File: config.mk
export PLATFORM = sky130hd
export DESIGN_NAME = usb_tx_encoder
export DESIGN_NICKNAME = d
export VERILOG_FILES = /design/src/rtl/usb_tx_encoder.sv
export SDC_FILE = /design/constraint.sdc
export NUM_CORES = 1
export LEC_CHECK = 0
export CORE_ASPECT_RATIO = 1.75
export CORE_MARGIN = 2
export CORE_UTILIZATION = 45
export CTS_CLUSTER_DIAMETER = 150
export DETAILED_ROUTE_END_ITERATION = 8
export PLACE_DENSITY = 0.67
export SETUP_SLACK_MARGIN = 0.05
export SLEW_MARGIN = 20
export SYNTH_ARGS = -nofsm -noshare
export SYNTH_HDL_FRONTEND = slang
export SYNTH_SLANG_ARGS = --single-unit
File: constraint.sdc
create_clock -name clk -period 1.9 [get_ports clk]
set_input_delay 0.19 -clock clk [delete_from_list [all_inputs] [get_ports clk]]
set_output_delay 0.19 -clock clk [all_outputs]
set_load 0.1 [all_outputs]
File: src/rtl/usb_tx_encoder.sv
`timescale 1ns/1ps
// -----------------------------------------------------------------------------
// usb_tx_encoder
//
// USB full-speed transmit line encoder. Takes packet bytes over a valid/ready
// handshake, prepends SYNC, serialises LSB first, inserts stuff bits after six
// consecutive ones, NRZI-encodes onto D+/D- and closes every packet with
// EOP (SE0, SE0, J).
//
// Optional feature (compile-time macro USB_TX_CRC16_EN):
//   When defined, a CRC16 over every byte after the PID is appended after the
//   tx_last byte (16 bits, LSB first, stuffed like data). When undefined there
//   is no CRC logic and EOP follows the tx_last byte directly.
//
// Parameters:
//   CLKS_PER_BIT  clk cycles per USB bit period (>= 2)
//
// Ports:
//   clk       system clock, rising edge
//   rst       asynchronous active-high reset
//   tx_data   packet byte (first byte of a packet is the PID)
//   tx_valid  tx_data / tx_last valid
//   tx_last   marks the final byte of the packet
//   tx_ready  holding register empty; byte taken on clk when tx_valid & tx_ready
//   dp_out    D+ line level
//   dm_out    D- line level
//   tx_busy   packet on the wire (SYNC through the EOP J bit)
//   tx_err    one-cycle pulse when a packet is aborted on underrun
// -----------------------------------------------------------------------------
module usb_tx_encoder #(
   parameter int CLKS_PER_BIT = 4
) (
   input  logic       clk,
   input  logic       rst,
   input  logic [7:0] tx_data,
   input  logic       tx_valid,
   input  logic       tx_last,
   output logic       tx_ready,
   output logic       dp_out,
   output logic       dm_out,
   output logic       tx_busy,
   output logic       tx_err
);

   localparam int                 CNT_W    = $clog2(CLKS_PER_BIT);
   localparam logic [CNT_W-1:0]   CNT_LAST = CNT_W'(CLKS_PER_BIT - 1);

   // Each state names the kind of bit currently on the wire.
   typedef enum logic [2:0] {
      S_IDLE,
      S_SYNC,
      S_DATA,
      S_CRC,
      S_EOP_SE0,
      S_EOP_J
   } state_t;

   state_t           state_q,      state_d;
   logic [CNT_W-1:0] bit_cnt_q,    bit_cnt_d;
   logic [3:0]       bit_idx_q,    bit_idx_d;    // index of last payload bit sent
   logic [2:0]       ones_q,       ones_d;       // consecutive logical ones on the wire
   logic             line_j_q,     line_j_d;     // NRZI level, 1 = J
   logic [7:0]       hold_data_q,  hold_data_d;
   logic             hold_last_q,  hold_last_d;
   logic             hold_full_q,  hold_full_d;
   logic [7:0]       shift_q,      shift_d;      // bit 0 is the next bit to send
   logic             shift_last_q, shift_last_d;
   logic             tx_err_q,     tx_err_d;
`ifdef USB_TX_CRC16_EN
   logic [15:0]      crc_q,        crc_d;        // running CRC, then CRC tx shifter
   logic             is_pid_q,     is_pid_d;
   logic             data_bit;
`endif

   logic bit_end;
   logic emit;
   logic emit_bit;
   logic stuff;
   logic load;

   always_comb begin
      // NOTE: every *_d gets its current value first, so no path through this block leaves a latch.
      state_d      = state_q;
      bit_cnt_d    = bit_cnt_q;
      bit_idx_d    = bit_idx_q;
      ones_d       = ones_q;
      line_j_d     = line_j_q;
      hold_data_d  = hold_data_q;
      hold_last_d  = hold_last_q;
      hold_full_d  = hold_full_q;
      shift_d      = shift_q;
      shift_last_d = shift_last_q;
      tx_err_d     = 1'b0;
`ifdef USB_TX_CRC16_EN
      crc_d        = crc_q;
      is_pid_d     = is_pid_q;
      data_bit     = 1'b0;
`endif
      emit         = 1'b0;
      emit_bit     = 1'b0;
      stuff        = 1'b0;
      load         = 1'b0;
      bit_end      = (bit_cnt_q == CNT_LAST);

      if (state_q != S_IDLE) begin
         bit_cnt_d = bit_end ? '0 : bit_cnt_q + 1'b1;
      end

      case (state_q)
         S_IDLE: begin
            // First SYNC bit (a 0, so the line goes to K) starts on this edge.
            if (hold_full_q) begin
               state_d   = S_SYNC;
               bit_idx_d = '0;
               emit      = 1'b1;
               emit_bit  = 1'b0;
`ifdef USB_TX_CRC16_EN
               crc_d     = 16'hFFFF;
`endif
            end
         end

         S_SYNC: begin
            if (bit_end) begin
               if (bit_idx_q == 4'd7) begin
                  state_d = S_DATA;
                  load    = 1'b1;
               end else begin
                  bit_idx_d = bit_idx_q + 4'd1;
                  emit      = 1'b1;
                  emit_bit  = (bit_idx_q == 4'd6);   // SYNC = 0000_0001 LSB first
               end
            end
         end

         S_DATA: begin
            if (bit_end) begin
               if (ones_q == 3'd6) begin
                  stuff = 1'b1;                     // owed stuff bit goes before anything else
               end else if (bit_idx_q != 4'd7) begin
                  bit_idx_d = bit_idx_q + 4'd1;
                  emit      = 1'b1;
                  emit_bit  = shift_q[0];
                  shift_d   = {1'b0, shift_q[7:1]};
`ifdef USB_TX_CRC16_EN
                  data_bit  = 1'b1;
`endif
               end else if (shift_last_q) begin
`ifdef USB_TX_CRC16_EN
                  // CRC is sent complemented; reuse crc_q as its shifter.
                  state_d   = S_CRC;
                  bit_idx_d = '0;
                  emit      = 1'b1;
                  emit_bit  = ~crc_q[0];
                  crc_d     = {1'b0, ~crc_q[15:1]};
`else
                  state_d   = S_EOP_SE0;
                  bit_idx_d = '0;
`endif
               end else if (hold_full_q) begin
                  load = 1'b1;
               end else begin
                  tx_err_d  = 1'b1;
                  state_d   = S_EOP_SE0;
                  bit_idx_d = '0;
               end
            end
         end

`ifdef USB_TX_CRC16_EN
         S_CRC: begin
            if (bit_end) begin
               if (ones_q == 3'd6) begin
                  stuff = 1'b1;
               end else if (bit_idx_q != 4'd15) begin
                  bit_idx_d = bit_idx_q + 4'd1;
                  emit      = 1'b1;
                  emit_bit  = crc_q[0];
                  crc_d     = {1'b0, crc_q[15:1]};
               end else begin
                  state_d   = S_EOP_SE0;
                  bit_idx_d = '0;
               end
            end
         end
`endif

         S_EOP_SE0: begin
            if (bit_end) begin
               if (bit_idx_q == 4'd0) begin
                  bit_idx_d = 4'd1;
               end else begin
                  state_d  = S_EOP_J;
                  line_j_d = 1'b1;
               end
            end
         end

         S_EOP_J: begin
            if (bit_end) begin
               state_d = S_IDLE;
               ones_d  = '0;
            end
         end

         default: state_d = S_IDLE;
      endcase

      // Holding register -> shifter; first bit of the byte starts on this edge.
      if (load) begin
         shift_d      = {1'b0, hold_data_q[7:1]};
         shift_last_d = hold_last_q;
         hold_full_d  = 1'b0;
         bit_idx_d    = '0;
         emit         = 1'b1;
         emit_bit     = hold_data_q[0];
`ifdef USB_TX_CRC16_EN
         is_pid_d     = (state_q == S_SYNC);
         data_bit     = 1'b1;
`endif
      end

      if (tx_valid && !hold_full_q) begin
         hold_data_d = tx_data;
         hold_last_d = tx_last;
         hold_full_d = 1'b1;
      end

      // NRZI: a 0 (data or stuff) toggles the line, a 1 holds it.
      if (stuff) begin
         line_j_d = ~line_j_q;
         ones_d   = '0;
      end else if (emit) begin
         if (emit_bit) begin
            ones_d = ones_q + 3'd1;
         end else begin
            ones_d   = '0;
            line_j_d = ~line_j_q;
         end
      end

`ifdef USB_TX_CRC16_EN
      // Reflected form of x^16+x^15+x^2+1, fed LSB first; the PID is excluded.
      if (data_bit && !is_pid_d) begin
         crc_d = {1'b0, crc_q[15:1]} ^ (((crc_q[0] ^ emit_bit) != 1'b0) ? 16'hA001 : 16'h0000);
      end
`endif
   end

   // NOTE: sequential state uses non-blocking assignments only; the block above uses blocking ones.
   // NOTE: holding register, shifter and CRC are reset with the control state so an abort leaves no stale byte.
   always_ff @(posedge clk or posedge rst) begin
      if (rst) begin
         state_q      <= S_IDLE;
         bit_cnt_q    <= '0;
         bit_idx_q    <= '0;
         ones_q       <= '0;
         line_j_q     <= 1'b1;
         hold_data_q  <= '0;
         hold_last_q  <= 1'b0;
         hold_full_q  <= 1'b0;
         shift_q      <= '0;
         shift_last_q <= 1'b0;
         tx_err_q     <= 1'b0;
`ifdef USB_TX_CRC16_EN
         crc_q        <= 16'hFFFF;
         is_pid_q     <= 1'b0;
`endif
      end else begin
         state_q      <= state_d;
         bit_cnt_q    <= bit_cnt_d;
         bit_idx_q    <= bit_idx_d;
         ones_q       <= ones_d;
         line_j_q     <= line_j_d;
         hold_data_q  <= hold_data_d;
         hold_last_q  <= hold_last_d;
         hold_full_q  <= hold_full_d;
         shift_q      <= shift_d;
         shift_last_q <= shift_last_d;
         tx_err_q     <= tx_err_d;
`ifdef USB_TX_CRC16_EN
         crc_q        <= crc_d;
         is_pid_q     <= is_pid_d;
`endif
      end
   end

   assign tx_ready = ~hold_full_q;
   assign tx_busy  = (state_q != S_IDLE);
   assign tx_err   = tx_err_q;
   assign dp_out   = (state_q == S_EOP_SE0) ? 1'b0 : line_j_q;
   assign dm_out   = (state_q == S_EOP_SE0) ? 1'b0 : ~line_j_q;

endmodule

=== After elaboration in Yosys (flattened, before gate mapping) ===
Index checks and enable logic that the tools add are counted.
W data, S select, Z words.

* Add/subtract/negate cells: 3
* Equal/unequal tests: 28
* Muxes and demuxes: 75
* Bitwise logic cells: 2
* Reduce and logical (&&, ||, !) cells: 16

{| class="wikitable"
|+ Operators with widths
! kind !! number
|-
| $mux W3 || 15
|-
| $mux W4 || 11
|-
| $mux W8 || 5
|-
| $mux W1 || 38
|-
| $ne A3 B3 Y1 const B || 8
|-
| $ne A2 B2 Y1 const B || 10
|-
| $pmux W4 S4 || 1
|-
| $pmux W3 S5 || 1
|-
| $reduce_and A10 Y1 || 1
|-
| $eq A3 B3 Y1 const B || 3
|-
| $reduce_and A9 Y1 || 1
|-
| $reduce_bool A3 Y1 || 3
|-
| $eq A4 B3 Y1 const B || 2
|-
| $reduce_bool A2 Y1 || 4
|-
| $ne A5 B5 Y1 const B || 1
|-
| $reduce_bool A5 Y1 || 1
|-
| $add A4 B1 Y4 const B || 1
|-
| $logic_not A4 Y1 || 1
|-
| $ne A4 B3 Y1 const B || 1
|-
| $pmux W1 S2 || 2
|-
| $reduce_and A4 Y1 || 1
|-
| $add A3 B1 Y3 const B || 1
|-
| $eq A3 B1 Y1 const B || 1
|-
| $eq A3 B2 Y1 const B || 1
|-
| other kinds (9) || 10
|}

* Bits in registers: 33
* Output and inout port bits: 5
* Word-level logic and storage cells: 135

=== Longest topological paths before layout ===
Gate-level depths: netlist (run 1).

* Depth after elaboration: 10
* Mapped depth: 8
* Mapped depth without buffers: 7

=== Worst setup path after synthesis (run 1) ===
No wires, ideal clock.

* Kind: reg-to-output
* Start: register state_q[1]
* End: output dm_out
* Arrival time: 2.119 ns
* Setup slack: -0.409 ns
* Stages on the path, launching flop included: 5
* Path buffers: 2
* Path through: dfrtp_1 > buf_4 > clkbuf_1 > nor3_1 > nor2_1

* Word-level cells in the longest chain between the ends: 2

{| class="wikitable"
|+ Ends and longest elaborated chain
! what !! RTL line !! source
|-
| start: declaration || 58 || <nowiki>state_t state_q, state_d;</nowiki>
|-
| start signal: assignment || 270 || <nowiki>state_q <= state_d;</nowiki>
|-
| $eq A3 B3 Y1 || 292 || <nowiki>assign dm_out = (state_q == S_EOP_SE0) ? 1'b0 : ~line_j_q;</nowiki>
|-
| $mux W1 || 292 ||
|-
| end: declaration || 40 || <nowiki>output logic dm_out,</nowiki>
|}

Every way passes these cells.

=== Worst setup path in the final report (run 1) ===
* Start: register bit_idx_q[1]
* End: register shift_q[0]

* Word-level cells in the longest chain between the ends: 7

{| class="wikitable"
|+ Ends and longest elaborated chain
! what !! RTL line !! source
|-
| start: declaration || 60 || <nowiki>logic [3:0] bit_idx_q, bit_idx_d;</nowiki>
|-
| start signal: assignment || 272 || <nowiki>bit_idx_q <= bit_idx_d;</nowiki>
|-
| $ne A4 B3 Y1 || 140 || <nowiki>end else if (bit_idx_q != 4'd7) begin</nowiki>
|-
| $mux W1 || 140 ||
|-
| $mux W1 || 138 || <nowiki>if (ones_q == 3'd6) begin</nowiki>
|-
| $mux W1 || 137 || <nowiki>if (bit_end) begin</nowiki>
|-
| $pmux W1 S2 || 109 || <nowiki>case (state_q)</nowiki>
|-
| $ne A2 B2 Y1 (no source line) / $reduce_bool A2 Y1 (equally long branches) || - ||
|-
| $reduce_and A4 Y1 (no source line) || - ||
|-
| end signal: assignment || 278 || <nowiki>shift_q <= shift_d;</nowiki>
|-
| end: declaration || 66 || <nowiki>logic [7:0] shift_q, shift_d;</nowiki>
|}

Parallel ways exist; a longest one is shown, timed or not.
A chain may end at the register's enable or synchronous reset.

==> qor.csv, run 1 <==
metric,value,unit
clock-pin slew on the worst setup and hold paths,0.07,ns
Num CTS Buffers,5,
clk root buf,clkbuf_8,
Yosys cell types,59,
Syn Area/Cell,11.07,um^2
Clock Latency Late Sink,0.29,ns
iteration-0 DRC count of the detailed router,45,
Die X-Extent,53.47,um
Post-CTS Hold Buffers,0,
antenna cells,0,
first-pass GRT wire length,8.562,mm
Worst IR Drop VDD,1.257,mV
status,"complete, but fails checks",
Post-Synthesis Cells,174,
Max-slew headroom,0.6604,
Critical Path RT,2.07,ns
Initial Util,0.4687,
Layout Skew,0.006142,ns
Detailed Place HPWL,3.899,mm
"count leader, synth",dfrtp_1,
met3 Use GR,0.03974,
sequential area share after synthesis,0.4162,
"top cells by count, synth","31 x dfrtp_1, 13 x mux2_2, 7 x ha_1, 7 x inv_1, 7 x nor3_1",
DR vias,1703,
Yosys reg bits,32,
final core occ,0.6923,
Hold Fails Final Rpt,0,
Detail Route Antenna Nets,0,
"EDFF count, synth",0,
IO Port Bufs,16,
Worst setup SP type,register,
worst hold path type,input port to async pin,
RSZ-0062 raised after global routing,true,
total of max-cap violations,0,
critical path peak fanout,6,
Via density,5.852,
Avg WL per Cell,18.66,um
Post-Place Cells,267,
PD cells,1628,mW/mm^2
Slew Limit Fails,0,
final worst slack,-0.04490,ns
vias in the first global route,1805,
Post-Layout Cell Count,291,
Yosys warning total,0,
Worst Setup End Kind,register,
# setup viols final,8,
clk buf depth,2,
M2 GR Usage,0.4177,
Post-Route WL,5.431,mm
crit-path most repeated cell,mux2_4,
TritonCTS clock tree,done,
"Top FF cell, synth",dfrtp_1,
R2R Setup Slk,-0.04,ns
final worst hold slack,0.2267,ns
IO Pins,17,
fmax,514.2,MHz
met1 usage,0.2624,
clk sinks,32,
clock period minus worst slack,1.945,ns
global-route layer with the greatest usage,met2,
P&R area growth vs syn,47.73,%
Synthesized Nets,193,
power after layout,0.004635,W
Core Rows,31,
layout cells sized above 1,0.5413,
largest net degree at the start of global routing,23,
post-synth top area share,0.4026,
GRT overflow,0,
worst-path cell chain,ha_4 -> nand3b_1 -> buf_6 -> nor3_4 -> and2_4 -> mux2_4 -> mux2_4,
drt pass-1 iters,4,
mapped cell area,0.001927,mm^2
dominant cells by area after synthesis,"dfrtp_1 40%, mux2_2 7.6%, mux2_4 4.7%",
"slowest stage delay, CP",0.43,ns
DIE AREA,0.004842,mm^2
core area,0.004111,mm^2
async set or reset register ratio after synthesis,1.000,
kind of critical path,register to register,
Tightest Pin Transition,0.5088,ns
Leakage,1.308,nW
failing checks,setup timing,
initial antenna violation count,0,
RD Place Congestion,0.9319,
crit path DAT,2.12,ns
H-tree levels,2,
DRC Markers,0,
"Period Utilization, post-route",1.024,
cell taking the most area after synthesis,dfrtp_1,
# fillers,330,
slowest CP cell,dfrtp_1,
GRT Total Usage,0.2431,
die height,90.57,um
nets@finish,260,
metal layers:
metal  vias to the layer above  wire [um]
met1                       857       1900
met4                         0        213
met5                         -          0
li1                        781          -
met2                        47       3189
met3                        18        129
area by class of cell:
cell class / instances / area (um^2) / area share
clock buffers: 5 / 68.82 / 0.02418
clock inverters: 3 / 18.77 / 0.006593
repair buffers: 68 / 610.6 / 0.2145
well taps: 49 / 61.31 / 0.02154
inverters: 8 / 30.03 / 0.01055
multi-input cells: 126 / 1251 / 0.4396
flip-flops and latches: 32 / 805.8 / 0.2831
flip-flops by register name (all words and copies together) (netlist names):
| register | flops |
|---|---|
| shift_last_q | 1 |
| tx_err | 1 |
| hold_data_q | 8 |
| hold_full_q | 1 |
| bit_idx_q | 4 |
| shift_q | 7 |
| line_j_q | 1 |
| bit_cnt_q | 2 |
| state_q | 3 |
| hold_last_q | 1 |
| ones_q | 3 |
placed cells by master (no fill, tap or decap), types with 3 or more instances in the layout:
cell type,count
nand2_1,5
buf_4,47
nand3_1,5
inv_2,4
buf_12,4
dfrtp_1,28
nand2b_1,4
nor3_4,3
mux2_2,13
clkbuf_8,5
a22o_1,3
nor3_1,5
o211ai_1,3
clkdlybuf4s50_1,11
ha_1,3
dfrtp_2,3
buf_6,6
o21ai_1,3
a21o_1,6
inv_1,4
nor2_1,5
ha_4,3
mux2_4,10
and2_4,5
metrics by stage:
step                      setup TNS [ns]  setup WS [ns]  instance area [um^2]
after floorplan                        0        0.01557                  1963
after global placement           -0.4601       -0.09200                  2442
after detailed placement          -1.242        -0.1528                  2442
after CTS                        -0.1293       -0.02807                  2735
after global routing             -0.9786        -0.1108                  2846
final                            -0.2627       -0.04490                  2846
final timing paths:
path / startpoint / end / cells past startpoint
setup / recovery: bit_idx_q[1] / shift_q[0] / 7
hold / removal: rst / state_q[0] / 2
setup reg to reg: bit_idx_q[1] / shift_q[0] / 7
hold reg to reg: hold_last_q / shift_last_q / 2
max in group asynchronous: rst / bit_idx_q[2] / 3
min in group clk: hold_last_q / shift_last_q / 2
logic make-up (layout without fill, tap and decap cells):
kind of cell	after synthesis	in the layout	synth area share
AND/OR/NAND/NOR	56	56	0.1883
adder cells (fa/ha/maj)	7	7	0.04545
AO/OA/AOI/OAI	38	38	0.1520
multiplexers	24	24	0.1513
XOR/XNOR	1	1	0.008444
buffers and inverters	16	84	0.03831
flip-flops	32	32	0.4162
worst max-delay path, delay by kind of cell, from the launching register on:
kind / cells / cell delay, ns
multiplexers: 2 / 0.59
AND/OR/NAND/NOR: 3 / 0.48
flip-flops: 1 / 0.43
adder cells (fa/ha/maj): 1 / 0.18
buffers and inverters: 1 / 0.16
report_power, final:
part / switching [W] / internal, W / total, W
Clock: 0.000269 / 0.000255 / 0.000524
Sequential: 0.000226 / 0.000888 / 0.00111
Combinational: 0.00144 / 0.00156 / 0.00300
timing repair:
action | in CTS | in global routing
endpoints found under the setup margin | 20 | 20
gates resized for setup | 32 | 17
pin swaps | 10 | 14
setup buffers | 13 | 3
(Power assumes the default switching activity.)
==> inputs of run 2 (changes only) <==
Settings changed: CTS_BUF_LIST set to sky130_fd_sc_hd__clkbuf_4.
==> run 2 against run 1 <==
Net effect: the run still ends with setup timing left; total power decreased by 1.1%; critical path depth increased by 1; worst setup slack got worse by 0.0049 ns; sequential share of layout area decreased by 0.26 points; sequential cell count unchanged; cell area increased by 1.1%; clock skew increased by 0.0072 ns; largest cell class unchanged; largest power group unchanged.
==> qor.csv, run 2 (synthesis results as in run 1) <==
metric,value,unit,change
status,"complete, but fails checks",,unchanged
failing checks,setup timing,,unchanged
final core occ,0.6999,,was 0.6923
GRT overflow,0,,unchanged
crit path DAT,2.18,ns,was 2.12 ns
Sw Ratio,0.4188,,was 0.4168
Clk network pwr share,0.087,,was 0.113
Detail Route Antenna Nets,0,,unchanged
IO Port Bufs,16,,unchanged
Worst Setup End Kind,register,,unchanged
most frequent cells in the layout,"47 x buf_4, 27 x dfrtp_1, 13 x mux2_2",,"was 47 x buf_4, 28 x dfrtp_1, 13 x mux2_2"
Layout Skew,0.01331,ns,was 0.006142 ns
drt pass-1 iters,6,,was 4
DR vias,1704,,"was 1,703"
pre-CTS setup slack,-0.1528,ns,unchanged
Pint,0.002664,W,was 0.002703 W
max reg flops,8,,unchanged
core area,0.004111,mm^2,unchanged
Worst setup SP type,register,,unchanged
Core Rows,31,,unchanged
crit path buf inv count,2,,was 1
Detailed Place HPWL,3.899,mm,unchanged
Tightest Pin Transition,0.5116,ns,was 0.5088 ns
biggest regs,"hold_data_q: 8 flops, shift_q: 7 flops, bit_idx_q: 4 flops",,unchanged
# fillers,324,,was 330
H-tree levels,2,,unchanged
RSZ-0062 raised after global routing,true,,unchanged
worst-path cell chain,inv_2 -> ha_4 -> or3b_4 -> o211ai_1 -> o211a_1 -> buf_6 -> o211ai_1 -> a22o_1,,was ha_4 -> nand3b_1 -> buf_6 -> nor3_4 -> and2_4 -> mux2_4 -> mux2_4
Num CTS Buffers,5,,unchanged
layout cells sized above 1,0.5691,,was 0.5413
Reg with most FFs,hold_data_q,,unchanged
clk root buf,clkbuf_4,,was clkbuf_8
Avg WL per Cell,18.29,um,was 18.66 um
first-pass GRT wire length,8.493,mm,was 8.562 mm
"delay-heaviest family, CP",compound AO/OA/AOI/OAI gates,,was multiplexers
Worst IR Drop VDD,1.163,mV,was 1.257 mV
P&R area growth vs syn,49.35,%,was 47.73%
"Period Utilization, post-route",1.026,,was 1.024
Clock Latency Late Sink,0.34,ns,was 0.29 ns
Slew Limit Fails,0,,unchanged
nets@finish,264,,was 260
DRC Markers,0,,unchanged
GRT Total Usage,0.2410,,was 0.2431
Initial Util,0.4687,,unchanged
Critical Path RT,2.13,ns,was 2.07 ns
Switching Power,0.001920,W,was 0.001931 W
Post-Layout Cell Count,295,,was 291
"commonest non-fill, non-tap cell in the layout",buf_4,,unchanged
Die X-Extent,53.47,um,unchanged
total of max-cap violations,0,,unchanged
Post-CTS Hold Buffers,0,,unchanged
combinational share of power,0.677,,was 0.646
RD Place Congestion,0.9319,,unchanged
clk buf depth,2,,unchanged
clk sinks,32,,unchanged
final worst slack,-0.04984,ns,was -0.04490 ns
# setup viols final,5,,was 8
TritonCTS clock tree,done,,unchanged
Via density,5.776,,was 5.852
"slowest stage delay, CP",0.45,ns,was 0.43 ns
fmax,512.9,MHz,was 514.2 MHz
largest net degree at the start of global routing,23,,unchanged
vias in the first global route,1797,,"was 1,805"
clock-pin slew on the worst setup and hold paths,0.12,ns,was 0.07 ns
worst hold path type,input port to async pin,,unchanged
Post-Place Cells,267,,unchanged
antenna cells,0,,unchanged
PD cells,1593,mW/mm^2,was 1628 mW/mm^2
DIE AREA,0.004842,mm^2,unchanged
Max-slew headroom,0.6585,,was 0.6604
die height,90.57,um,unchanged
kind of critical path,register to register,,unchanged
clock period minus worst slack,1.950,ns,was 1.945 ns
crit-path most repeated cell,o211ai_1,,was mux2_4
final setup TNS,-0.1404,ns,was -0.2627 ns
slowest CP cell,dfrtp_2,,was dfrtp_1
IO Pins,17,,unchanged
critical path peak fanout,3,,was 6
Hold Fails Final Rpt,0,,unchanged
Post-Route WL,5.395,mm,was 5.431 mm
iteration-0 DRC count of the detailed router,42,,was 45
initial antenna violation count,0,,unchanged
Reg power frac,0.236,,was 0.240
Leakage,1.323,nW,was 1.308 nW
-- run 2: cell types whose count changed in the layout (fill, tap and decap cells not counted), sizes merged --
cell,previous run,this run
buf,57,61
-- run 2: final timing paths --
path / start / endpoint / slack [ns] / cells after the start
min: rst / state_q[0] / 0.16 / 2
max reg2reg: bit_idx_q[0] / bit_idx_q[2] / -0.05 / 8
min in group clk: tx_data[0] / hold_data_q[0] / 0.46 / 2
max: bit_idx_q[0] / bit_idx_q[2] / -0.05 / 8
min reg2reg: hold_last_q / shift_last_q / 0.51 / 2
max in group asynchronous: rst / bit_idx_q[0] / 1.22 / 3
-- run 2: area by class of cell --
type                    instances  area [um^2]  area share
clock buffers                   5        37.54     0.01304
clock inverters                 3        18.77    0.006522
inverters                       8        30.03     0.01043
multi-input cells             126         1259      0.4374
flip-flops and latches         32        807.0      0.2804
well taps                      49        61.31     0.02130
repair buffers                 72        664.4      0.2309
-- run 2: what timing repair did --
item                       in CTS  in global routing
buffers inserted                9                 11
cloned                          0                  0
pin swaps                      10                  8
setup endpoints to repair      20                 21
resized for setup              35                 20
-- run 2: worst reg2reg max path, stage by stage (launching register included) --
cell	delay (ns)
dfrtp_2	0.45
inv_2	0.10
ha_4	0.12
or3b_4	0.39
o211ai_1	0.16
o211a_1	0.23
buf_6	0.13
o211ai_1	0.09
a22o_1	0.18
-- run 2: stage by stage --
step	instance area [um^2]	power [W]	hold WS [ns]
2_1_floorplan	1963	0.002536	0.3054
3_3_place_gp	2442	0.003369	0.4684
3_5_place_dp	2442	0.003456	0.4747
4_1_cts	2715	0.004280	0.1852
5_1_grt	2878	0.004832	0.1974
6_report	2878	0.004583	0.1605
-- run 2: power groups by stage --
| stage | registers (W) | clock network [W] | logic [W] |
|---|---|---|---|
| 6_report | 0.00108 | 0.000398 | 0.00310 |
| 5_1_grt | 0.00111 | 0.000443 | 0.00328 |
| 4_1_cts | 0.00108 | 0.000413 | 0.00279 |
| 3_5_place_dp | 0.00112 | 0 | 0.00234 |
| 3_3_place_gp | 0.00110 | 0 | 0.00227 |
| 2_1_floorplan | 0.00101 | 0 | 0.00152 |
-- run 2: routing by layer --
layer,up-vias,wire [um],global-route usage
li1,792,-,-
met1,846,1912,0.2500
met2,46,3153,0.4352
met3,20,141,0.04139
met4,0,187,0.1175
met5,-,0,0
